<file path="src/rtl/vcr_mux_sequencer.sv">
// Scans the four LED-regulator mux channels, samples the synchronized comparator on each,
// and pulses the latch set input when any channel tripped.
module vcr_mux_sequencer #(
    parameter int unsigned SETTLE_CYC = 8,
    parameter int unsigned LATCH_CYC  = 4
) (
    input  logic       clk,
    input  logic       rst_n,
    input  logic       ena,
    input  logic       start,
    input  logic       comp_in,
    output logic [1:0] sel,
    output logic       latch_s,
    output logic       busy,
    output logic       done,
    output logic [3:0] result
);

    typedef enum logic [2:0] {
        IDLE,
        SETTLE,
        SAMPLE,
        LATCH,
        DONE
    } state_t;

    state_t     state;
    logic [1:0] ch;
    logic [7:0] cnt;
    logic       comp_meta;
    logic       comp_sync;
    logic [3:0] res_upd;

    always_ff @(posedge clk or negedge rst_n) begin
        if (!rst_n) begin
            comp_meta <= 1'b0;
            comp_sync <= 1'b0;
        end else begin
            comp_meta <= comp_in;
            comp_sync <= comp_meta;
        end
    end

    // result as it will stand after the current SAMPLE cycle
    always_comb begin
        res_upd     = result;
        res_upd[ch] = comp_sync;
    end

    always_ff @(posedge clk or negedge rst_n) begin
        if (!rst_n) begin
            state   <= IDLE;
            ch      <= '0;
            cnt     <= '0;
            sel     <= '0;
            latch_s <= 1'b0;
            busy    <= 1'b0;
            done    <= 1'b0;
            result  <= '0;
        end else begin
            done <= 1'b0;
            if (state != IDLE && !ena) begin
                state   <= IDLE;
                sel     <= '0;
                latch_s <= 1'b0;
                busy    <= 1'b0;
            end else begin
                case (state)
                    IDLE: begin
                        if (start && ena) begin
                            result <= '0;
                            ch     <= '0;
                            cnt    <= 8'(SETTLE_CYC - 1);
                            sel    <= '0;
                            busy   <= 1'b1;
                            state  <= SETTLE;
                        end
                    end
                    SETTLE: begin
                        if (cnt == '0) begin
                            state <= SAMPLE;
                        end else begin
                            cnt <= cnt - 8'd1;
                        end
                    end
                    SAMPLE: begin
                        result <= res_upd;
                        if (ch != 2'd3) begin
                            ch    <= ch + 2'd1;
                            sel   <= ch + 2'd1;
                            cnt   <= 8'(SETTLE_CYC - 1);
                            state <= SETTLE;
                        end else if (res_upd != '0) begin
                            cnt     <= 8'(LATCH_CYC - 1);
                            sel     <= 2'd3;
                            latch_s <= 1'b1;
                            state   <= LATCH;
                        end else begin
                            sel   <= 2'd3;
                            done  <= 1'b1;
                            state <= DONE;
                        end
                    end
                    LATCH: begin
                        if (cnt == '0) begin
                            latch_s <= 1'b0;
                            done    <= 1'b1;
                            state   <= DONE;
                        end else begin
                            cnt <= cnt - 8'd1;
                        end
                    end
                    DONE: begin
                        sel   <= '0;
                        busy  <= 1'b0;
                        state <= IDLE;
                    end
                    default: begin
                        sel     <= '0;
                        latch_s <= 1'b0;
                        busy    <= 1'b0;
                        state   <= IDLE;
                    end
                endcase
            end
        end
    end

endmodule

</file>
<file path="config.mk">
export PLATFORM = sky130hd
export DESIGN_NAME = vcr_mux_sequencer
export DESIGN_NICKNAME = d
export VERILOG_FILES = /design/src/rtl/vcr_mux_sequencer.sv
export SDC_FILE = /design/constraint.sdc
export NUM_CORES = 1
export LEC_CHECK = 0
export ABC_CLOCK_PERIOD_IN_PS = 1600
export CAP_MARGIN = 20
export CORE_UTILIZATION = 50
export DETAILED_ROUTE_END_ITERATION = 10
export PLACE_DENSITY = 0.79
export REMOVE_ABC_BUFFERS = 1
export SKIP_LAST_GASP = 1
export SYNTH_ARGS = -nofsm -noshare
export SYNTH_HDL_FRONTEND = slang
export SYNTH_SLANG_ARGS = --single-unit
export TNS_END_PERCENT = 10
</file>
<file path="constraint.sdc">
create_clock -name clk -period 1.6 [get_ports clk]
set_input_delay 0.32 -clock clk [delete_from_list [all_inputs] [get_ports clk]]
set_output_delay 0.32 -clock clk [all_outputs]
set_load 0.05 [all_outputs]
</file>
==> summary.txt <==
STA
  • Final Hold Vio Count: 0
  • Final setup viols: 11
  • Slew at the pin with the worst max-slew slack: around 440 ps
  • Clock skew: 2.710 ps
  • Final critical-path required period: roughly 1800 ps
  • Final period util: 112.2%
  • Setup slack after layout: -195.3 ps
  • Final TNS setup: -1487 ps
  • Relative slew margins: 70.37%
  • Max frequency: around 560 MHz
  • Slew Limit Fails: 0
  • RSZ-0062 raised after global routing: yes

Die
  • Ports: 14
  • Die width: ~54 µm
  • FP Rows: 18
  • Die ar.: 2946 µm²
  • Die Ht: 54.28 µm
  • Starting density of the core: 54.17%
  • Core region area: 2522 µm²

Power and ir drop
  • Leak: roughly 0.00086 µW
  • Tot Pwr: 1735 µW
  • Pwr Density: around 930 nW/µm²
  • VDD IR-drop max: ~740 µV

Logic synthesis
  • Synth Register Bits: 24
  • Post-synth EDFFs: 0
  • Largest area contributor in the netlist: dfrtp_1
  • Cells after Synth: 140
  • Most used DFF post-synth: dfrtp_1
  • Avg Synthesized Cell Area: 9.759 µm²
  • Synth Warn #: 0
  • Seq/Total Area, Yosys: between 40% and 50%
  • Async SR Flop Fraction: 100.0%
  • Synth area leaders: dfrtp_1 (44%), o21ai_0 (4.8%), ha_1 (4.6%)
  • Top cell type's share of synthesized area: 43.96%
  • Netlist cell types: 40
  • Cell Area, Synth: between 1000 and 1500 µm²

Worst setup path
  • CP required: 1830 ps
  • Crit path capture type: flop
  • Setup CP Type: flop to flop
  • Crit-path max FO: 4
  • Slowest cell on crit path: dfrtp_1
  • Crit-path cells: inv_2 > ha_4 > nor2b_2 > a2111oi_4 > a21boi_4 > nor3_2 > o22a_1
  • CP Launch Type: flop
  • Largest stage delay, worst path: between 400 and 500 ps
  • CP arrival: between 2000 and 2500 ps

Global routing
  • First-pass GRT wire length: between 5000 and 6000 µm
  • Initial antenna violation count: 0
  • Vias in the first global route: 1218
  • GRT overflow: 0
  • Gr usage total: ~28%
  • Largest net degree at the start of global routing: 25

Place
  • HPWL reported at the end of detailed placement: 2604 µm
  • Port Buffer Count: 13
  • Routability cong.: ~0.93
  • Pre-CTS setup slack: -324.1 ps

Clock tree
  • H-tree depth: 1
  • CTS tree: yes
  • # hold bufs at CTS: 0
  • CTS buffer count: 3
  • Clock transition at path regs: approximately 140 ps
  • Max clock buf depth: 2
  • Root Buffer: clkbuf_4
  • Worst skew pair latency: 320 ps
  • CTS Sinks: 24

Finish
  • Final #Nets: 199
  • Final core utilization: 73.76%
  • P&R area growth vs syn: 36.17%
  • Fraction of layout instances using a drive strength above 1: between 30% and 40%
  • Number of diodes: 0

Routing
  • Via count: 1293
  • Initial DRC Count: 48
  • # DRC: 0
  • Vias per inst: 5.959
  • Final WL: 3770 µm
  • Per-cell routed wire length: 17.37 µm
  • Pre-Repair DR Iteration Count: 4
  • Remaining antenna violation count: 0

Run status
  • Failing checks: setup timing
  • Outcome: finished with violations

Min path
  • HP Class: primary input to async pin

Run
  • Max cap viols: 0
cells in the final DEF (no fill, tap or decap), types with 2 or more instances in the layout:
cell | Yosys | layout
nand2_1 | 10 | 10
ha_4 | 0 | 3
dfrtp_1 | 24 | 24
ha_1 | 5 | 2
a21oi_1 | 10 | 10
a22o_1 | 6 | 6
inv_2 | 0 | 3
nand2b_1 | 2 | 2
nor4_2 | 2 | 3
o21ai_0 | 13 | 13
buf_12 | 0 | 2
clkdlybuf4s50_1 | 0 | 4
or3_1 | 2 | 2
and2b_1 | 2 | 2
nor3_1 | 8 | 7
inv_1 | 8 | 5
nor2b_1 | 3 | 2
clkbuf_4 | 0 | 3
nor2_1 | 13 | 13
nor2_4 | 2 | 2
buf_4 | 0 | 44
power breakdown:
group	switching, µW	total [µW]	internal, µW
clock	193	282	88.5
sequential	56.3	731	675
combinational	369	722	353
critical path, delay by kind of cell (launching register included):
family                   cells  cell delay (ps)
AO/OA/AOI/OAI                3              870
flip-flops                   1              430
adder cells (fa/ha/maj)      1              160
AND/OR/NAND/NOR              2              120
buffers and inverters        1              120
repair_timing:
| item | CTS | global route |
|---|---|---|
| pin swaps | 5 | 3 |
| setup endpoints to repair | 13 | 15 |
| endpoints found under the hold margin | 0 | 0 |
| gates resized for setup | 11 | 6 |
| setup buffers | 3 | 1 |
flip-flops by register name (all words and copies together) (netlist names), 2 cells and up:
register and count:
sel 2, state 3, cnt 8, ch 2, result 4
cells by family after synthesis:
family / count (synthesis) / synth area share (%)
AO/OA/AOI/OAI: 45 / 23.72
adder cells (fa/ha/maj): 5 / 4.579
buffers and inverters: 14 / 5.769
flip-flops: 24 / 43.96
multiplexers: 1 / 0.8241
AND/OR/NAND/NOR: 51 / 21.15
cell usage after synthesis (2+ instances only):
library cell / instances
nor3_1: 8
nand2_1: 10
nand2b_1: 2
nor2_1: 13
o21ai_0: 13
and2b_1: 2
nor2b_1: 3
inv_1: 8
a22o_1: 6
or3_1: 2
a21oi_1: 10
nor4_2: 2
nor2_4: 2
buf_2: 3
nor3b_1: 2
ha_1: 5
buf_6: 3
dfrtp_1: 24
routing by layer:
layer	track usage, %	part of all wire [%]	vias to the layer above
met4	11.54	2.0	0
met1	35.90	42	619
li1	-	-	599
met5	0	0	-
met3	3.889	5.6	10
met2	46.75	50	65
path summary, 6_finish.rpt:
| kind | start | endpoint | slack [ps] | depth (start not counted) |
|---|---|---|---|---|
| setup / recovery | ch[0] | latch_s | -200 | 7 |
| hold / removal | rst_n | ch[1] | 330 | 2 |
| min in group clk | comp_meta | comp_sync | 380 | 0 |
| hold reg to reg | comp_meta | comp_sync | 380 | 0 |
| max in group asynchronous | rst_n | cnt[2] | 1030 | 2 |
| setup reg to reg | ch[0] | latch_s | -200 | 7 |
stage by stage:
stage	instances	area (µm²)	hold slack (ps)
after floorplan	134	1318	24.41
after detailed placement	210	1735	352.4
after global placement	210	1735	332.1
after CTS	216	1822	349.2
after global routing	217	1861	354.6
final	217	1861	326.8
area by class of cell:
cell class / count / area [µm²]
sequential: 24 / 600.6
timing repair buffer: 50 / 410.4
clock buffer: 3 / 22.52
inverter: 8 / 30.03
fill: 169 / 661.9
multi-input combinational: 102 / 759.5
tap: 30 / 37.54
Power figures use the tool's default switching activity.
